File: src/rtl/ip_codma_machine_states_pkg.sv
// Shared state encodings and types for the CODMA channel machines and CRC arbiter.
package ip_codma_machine_states_pkg;

  typedef enum logic [1:0] {
    CRC_ARB_IDLE,
    CRC_ARB_START,
    CRC_ARB_WAIT,
    CRC_ARB_RESP
  } crc_arb_state_t;

  typedef logic [7:0][31:0] crc_block_t;

  localparam int CRC_ARB_DEFAULT_TIMEOUT = 64;

  // A single requester still needs a 1-bit id field.
  function automatic int crc_arb_id_w(input int n);
    return (n > 1) ? $clog2(n) : 1;
  endfunction

endpackage

File: src/rtl/ip_codma_rr_arbiter.sv
// Combinational round-robin pick: first valid requester at or above rr_ptr, wrapping.
module ip_codma_rr_arbiter
  import ip_codma_machine_states_pkg::*;
#(
  parameter int NUM_REQ = 4,
  parameter int ID_W    = crc_arb_id_w(NUM_REQ)
) (
  input  logic [NUM_REQ-1:0] valid,
  input  logic [ID_W-1:0]    rr_ptr,
  output logic [NUM_REQ-1:0] grant,
  output logic [ID_W-1:0]    grant_id,
  output logic               any_valid
);

  // One spare bit so ptr+offset can exceed NUM_REQ before the wrap.
  logic [ID_W:0] idx;

  always_comb begin
    grant     = '0;
    grant_id  = '0;
    any_valid = 1'b0;
    idx       = '0;
    for (int i = 0; i < NUM_REQ; i++) begin
      idx = {1'b0, rr_ptr} + (ID_W+1)'(i);
      if (idx >= (ID_W+1)'(NUM_REQ)) idx = idx - (ID_W+1)'(NUM_REQ);
      if (!any_valid && valid[idx[ID_W-1:0]]) begin
        any_valid              = 1'b1;
        grant[idx[ID_W-1:0]]   = 1'b1;
        grant_id               = idx[ID_W-1:0];
      end
    end
  end

endmodule

File: src/rtl/ip_codma_crc_arbiter.sv
// Shares one CRC engine between NUM_REQ DMA requesters, round-robin, one block in flight.
// Optional watchdog on the engine is enabled with CODMA_CRC_TIMEOUT_EN.
module ip_codma_crc_arbiter
  import ip_codma_machine_states_pkg::*;
#(
  parameter int NUM_REQ        = 4,
  parameter int CRC_W          = 16,
  parameter int TIMEOUT_CYCLES = CRC_ARB_DEFAULT_TIMEOUT
) (
  input  logic                              clk_i,
  input  logic                              reset_i,
  input  logic [NUM_REQ-1:0]                req_valid_i,
  input  crc_block_t [NUM_REQ-1:0]          req_data_i,
  output logic [NUM_REQ-1:0]                req_ready_o,
  output logic                              crc_start_o,
  output crc_block_t                        crc_data_o,
  input  logic                              crc_done_i,
  input  logic [CRC_W-1:0]                  crc_result_i,
  output logic                              resp_valid_o,
  input  logic                              resp_ready_i,
  output logic [crc_arb_id_w(NUM_REQ)-1:0]  resp_id_o,
  output logic [CRC_W-1:0]                  resp_crc_o,
  output logic                              resp_err_o
);

  localparam int ID_W = crc_arb_id_w(NUM_REQ);

  crc_arb_state_t     state, state_nx;
  logic [ID_W-1:0]    rr_ptr, ptr_nx, grant_id;
  logic [NUM_REQ-1:0] grant;
  logic               any_valid, accept, done_hit, timeout_hit;

  ip_codma_rr_arbiter #(
    .NUM_REQ (NUM_REQ),
    .ID_W    (ID_W)
  ) u_rr (
    .valid     (req_valid_i),
    .rr_ptr    (rr_ptr),
    .grant     (grant),
    .grant_id  (grant_id),
    .any_valid (any_valid)
  );

  // Ready is only offered while idle; masked during reset so all outputs read 0.
  assign req_ready_o  = (state == CRC_ARB_IDLE && !reset_i) ? grant : '0;
  assign accept       = (state == CRC_ARB_IDLE) && any_valid;
  assign crc_start_o  = (state == CRC_ARB_START);
  assign resp_valid_o = (state == CRC_ARB_RESP);
  assign done_hit     = (state == CRC_ARB_WAIT) && crc_done_i;
  assign ptr_nx       = (grant_id == ID_W'(NUM_REQ-1)) ? '0 : grant_id + 1'b1;

  always_ff @(posedge clk_i or posedge reset_i) begin
    if (reset_i) state <= CRC_ARB_IDLE;
    else         state <= state_nx;
  end

  always_comb begin
    state_nx = state;
    case (state)
      CRC_ARB_IDLE:  if (any_valid) state_nx = CRC_ARB_START;
      CRC_ARB_START: state_nx = CRC_ARB_WAIT;
      CRC_ARB_WAIT:  if (crc_done_i || timeout_hit) state_nx = CRC_ARB_RESP;
      CRC_ARB_RESP:  if (resp_ready_i) state_nx = CRC_ARB_IDLE;
      default:       state_nx = CRC_ARB_IDLE;
    endcase
  end

  always_ff @(posedge clk_i or posedge reset_i) begin
    if (reset_i) begin
      rr_ptr     <= '0;
      crc_data_o <= '0;
      resp_id_o  <= '0;
      resp_crc_o <= '0;
    end else begin
      if (accept) begin
        crc_data_o <= req_data_i[grant_id];
        resp_id_o  <= grant_id;
        rr_ptr     <= ptr_nx;
      end
      if (done_hit)         resp_crc_o <= crc_result_i;
      else if (timeout_hit) resp_crc_o <= '0;
    end
  end

`ifdef CODMA_CRC_TIMEOUT_EN
  localparam int WD_W = $clog2(TIMEOUT_CYCLES + 1);

  logic [WD_W-1:0] wd_cnt;

  always_ff @(posedge clk_i or posedge reset_i) begin
    if (reset_i)                     wd_cnt <= '0;
    else if (state == CRC_ARB_START) wd_cnt <= '0;
    else if (state == CRC_ARB_WAIT)  wd_cnt <= wd_cnt + 1'b1;
  end

  // A done in the expiry cycle takes priority over the timeout.
  assign timeout_hit = (state == CRC_ARB_WAIT) && !crc_done_i &&
                       (wd_cnt == WD_W'(TIMEOUT_CYCLES - 1));

  always_ff @(posedge clk_i or posedge reset_i) begin
    if (reset_i)          resp_err_o <= 1'b0;
    else if (done_hit)    resp_err_o <= 1'b0;
    else if (timeout_hit) resp_err_o <= 1'b1;
  end
`else
  logic unused_timeout;
  assign unused_timeout = ^TIMEOUT_CYCLES;
  assign timeout_hit    = 1'b0;
  assign resp_err_o     = 1'b0;
`endif

endmodule

File: config.mk
export PLATFORM = sky130hd
export DESIGN_NAME = ip_codma_crc_arbiter
export DESIGN_NICKNAME = d
export VERILOG_FILES = /design/src/rtl/ip_codma_machine_states_pkg.sv /design/src/rtl/ip_codma_rr_arbiter.sv /design/src/rtl/ip_codma_crc_arbiter.sv
export SDC_FILE = /design/constraint.sdc
export NUM_CORES = 1
export LEC_CHECK = 0
export ABC_CLOCK_PERIOD_IN_PS = 20000
export CELL_PAD_IN_SITES_DETAIL_PLACEMENT = 0
export CELL_PAD_IN_SITES_GLOBAL_PLACEMENT = 1
export CORE_AREA = 10 10 514 516
export DETAILED_ROUTE_END_ITERATION = 8
export DIE_AREA = 0 0 524 526
export GPL_TIMING_DRIVEN = 0
export PLACE_DENSITY_LB_ADDON = 0.05
export SLEW_MARGIN = 20
export SYNTH_ARGS = -nofsm -noshare
export SYNTH_HDL_FRONTEND = slang
export SYNTH_SLANG_ARGS = --single-unit
File: constraint.sdc
create_clock -name clk_i -period 20 [get_ports clk_i]
set_input_delay 4 -clock clk_i [delete_from_list [all_inputs] [get_ports clk_i]]
set_output_delay 4 -clock clk_i [all_outputs]
set_load 0.01 [all_outputs]
==> results list <==
- CTS resizes: 0
- Synthesized area per cell: about 11 um2
- The first global-routing pass estimated between 200,000 and 300,000 um of wire.
- The total overflow left after global routing is 0.
- Yosys cell types: between 40 and 50
* Share of final-layout standard cells stronger than drive strength 1: a little under a tenth
- TritonCTS built the clock tree.
- Maximum number of pins on one net before global-route repair: 70
* Synthesis-to-finish area growth: 109%
- First drt pass iteration count: 5
- The final hold violation count is 0.
* Area after DPL: 35,500 um2
- The smallest clock period supported by the final layout is computed as between 10,000 and 15,000 ps.
* Worst-Margin Slew: just over 900 ps
- Synthesis inferred 278 register bits.
* Data required, critical path: approximately 16,000 ps
- The root buffer cell chosen for the clock tree is sky130_fd_sc_hd__clkbuf_16.
- Buffers from clock root to sink, at most: 3
- Last weighted congestion value of the routability-driven placer: 0.714
* Classification of the worst-slack hold path: flop to flop
- The die is ~520 um wide.
* Leading register cell type out of synthesis: sky130_fd_sc_hd__dfrtp_1
- Unrepaired setup endpoints after global routing: no
- Number of core rows: between 150 and 200
* Outcome: finished clean
- After floorplanning, the core was sized to cover between 200,000 and 300,000 um2.
- The number of slew-limit violations in the final report came to 0.
- Across the VDD grid, the largest voltage drop is approximately 0.063 mV.
- The die covers around 280,000 um2.
- Power after layout: just under 0.006 W
- When the netlist entered floorplanning its net count stood at ~2.8k.
- In the final layout, flip-flops and latches occupy 6960 um2.
- Initial antenna violation count: 192
* Total Routed Length: between 200,000 and 250,000 um
* Count of flip-flops with a built-in enable after synthesis: 0
- The finished cells cover approximately 37,000 um2.
- Hold Buf Count CTS: 0
- The number of clock buffers added by TritonCTS is 50.
* Overall track demand over capacity in global routing: 13.8%
- Measured along the y axis, the die boundary spans around 530 um.
- After synthesis, the most frequently instantiated cells are sky130_fd_sc_hd__mux2i_1, sky130_fd_sc_hd__dfrtp_1, sky130_fd_sc_hd__nor2_1.
- In the routed layout, each cell is associated on average with a via count of around 3.2.
- Fillers: roughly 29k
- Worst clock skew: 33.2 ps
* Most frequent cell after synthesis: sky130_fd_sc_hd__mux2i_1
- The detailed router finished its first iteration with 808 violations.
- Of all flip-flops after synthesis, the portion carrying an async set or reset was 100%.
- Synthesis produced between 1.5k and 2k cells.
- Half-perimeter wire length of the detailed placement result: 171,000 um
- Number of remaining DRC errors: 0
* Register-to-register path setup slack: ~14,000 ps
- Clock transition at the register clock pins on the worst setup and hold paths after CTS: about 50 ps
- Max-cap violations: 0
* Post-route antenna net violation count: 0
* Syn. warnings: 0
- The worst setup path is launched from a primary input.
- Initial standard-cell utilization of the core: 7.05%
* Vias in the first global route: roughly 23k
* Buffers inserted during post-CTS setup optimization: 0
- Vias after detailed routing: around 21k
- During I/O placement, the number of pins put on the boundary was 1,329.
* Post-Syn Area: 17,900 um2
- Static timing analysis puts the maximum clock frequency at 93.2 MHz.
- Power spread over the standard cell area amounts to ~160 nW/um2.
- In this run the worst path has a maximum fanout of 10.
* Worst Path Class, Setup: primary input to output pin
* Arr. time, crit path: 6730 ps
- For the worst-skew pair, the clock arrives at the later sink with an insertion delay of ~660 ps.
- The clock net in this run drives a total of 278 sinks.
* Remaining max-slew budget at the tightest pin: ~36%
* Combined area of the multi-input logic cells: about 10,000 um2
* Final Net Count: 4,145
* # setup viols final: 0
- Post-route fraction of the period consumed by the critical path: about 54%
* Post-synth top area cell: sky130_fd_sc_hd__dfrtp_1
- By area the synthesized netlist is led by sky130_fd_sc_hd__dfrtp_1, sky130_fd_sc_hd__mux2i_1, sky130_fd_sc_hd__a211oi_1, sky130_fd_sc_hd__a221oi_2, sky130_fd_sc_hd__nor2_1.
- Port buffering added ~1.3k buffers.
* Critical Path Sink Type: output pin
* Leakage dissipation: 13.9 nW
* Share of the yosys chip area belonging to registers: between 30% and 40%
- In the final routed layout, each cell accounts on average for approximately 30 um.
* Top-area cell type share of the netlist area: about two fifths
- Count of H-tree levels built during CTS: 2
-- cell families after synthesis --
kind of cell	Yosys count	synth area share (%)
adder cells (fa/ha/maj)	13	0.910
AO/OA/AOI/OAI	400	20.9
other	1	0.0210
flip-flops	278	38.9
buffers and inverters	181	4.99
AND/OR/NAND/NOR	408	10.4
multiplexers	420	23.8
-- worst max-delay path: stages --
cell	delay, ps
sky130_fd_sc_hd__clkdlybuf4s50_1	470
sky130_fd_sc_hd__clkbuf_1	390
sky130_fd_sc_hd__and3b_1	240
sky130_fd_sc_hd__o21ai_0	110
sky130_fd_sc_hd__o21ai_0	530
sky130_fd_sc_hd__a221oi_1	210
sky130_fd_sc_hd__nor2_1	120
sky130_fd_sc_hd__clkdlybuf4s50_1	650
-- sequential cells by signal (all words and copies together), names as in the netlist --
| name | cells |
|---|---|
| rr_ptr | 2 |
| state | 2 |
| resp_crc_o | 16 |
| resp_id_o | 2 |
| crc_data_o | 256 |
-- final cells by class --
type / instances / area share (%)
antenna: 45 / 0.302
buffer: 173 / 2.33
clock buffer: 80 / 4.14
clock inverter: 11 / 0.309
inverter: 8 / 0.107
multi-input combinational: 1242 / 27.0
sequential: 278 / 18.6
tap: 3366 / 11.3
timing repair buffer: 1331 / 35.9
-- cells in the final DEF, fill, tap and decap left out, types with 13 or more instances in the layout --
| master | count |
|---|---|
| sky130_fd_sc_hd__buf_2 | 45 |
| sky130_fd_sc_hd__clkdlybuf4s50_1 | 1326 |
| sky130_fd_sc_hd__ha_1 | 13 |
| sky130_fd_sc_hd__clkbuf_1 | 95 |
| sky130_fd_sc_hd__a221oi_1 | 54 |
| sky130_fd_sc_hd__and3_1 | 116 |
| sky130_fd_sc_hd__a211oi_1 | 230 |
| sky130_fd_sc_hd__mux2_2 | 18 |
| sky130_fd_sc_hd__a221oi_2 | 90 |
| sky130_fd_sc_hd__nor2_1 | 270 |
| sky130_fd_sc_hd__clkbuf_8 | 16 |
| sky130_fd_sc_hd__dfrtp_1 | 278 |
| sky130_fd_sc_hd__clkbuf_16 | 51 |
| sky130_fd_sc_hd__diode_2 | 45 |
| sky130_fd_sc_hd__buf_4 | 31 |
| sky130_fd_sc_hd__mux2i_1 | 400 |
-- worst paths after layout --
check,endpoint,start,depth (start not counted)
worst max-delay path,req_ready_o[2],req_valid_i[2],8
worst min-delay path,resp_id_o[1],resp_id_o[1],2
worst max register to register,crc_data_o[169],rr_ptr[0],14
worst min register to register,resp_id_o[1],resp_id_o[1],2
max in group asynchronous,crc_data_o[193],reset_i,4
min in group asynchronous,crc_data_o[121],reset_i,2
-- stage by stage --
stage / std cells / worst slack [ps] / utilization (%) / hold WS [ps] / TNS [ps]
6_report: 6534 / 9270 / 14.7 / 479 / 0
3_5_place_dp: 6398 / 9150 / 14.0 / 476 / 0
2_1_floorplan: 1701 / 5130 / - / 515 / 0
3_3_place_gp: 6393 / -2850 / 13.9 / 470 / -144170
5_1_grt: 6500 / 8920 / 14.7 / 513 / 0
4_1_cts: 6489 / 9140 / 14.7 / 490 / 0
-- per-layer routing --
metal	vias to the layer above	share of wire [%]	global-route usage, %
met5	-	0.45	0
met4	140	1.7	2.31
met3	350	12	7.66
met2	1118	50	24.8
met1	9664	36	14.1
li1	9375	-	-
-- where the power goes --
group | switching [W] | internal [W] | total [W]
logic | 0.00237 | 0.00162 | 0.00399
clock network | 0.000367 | 0.000549 | 0.000917
registers | 0.000168 | 0.000864 | 0.00103
Note: power is estimated with default switching activity, not from simulation.
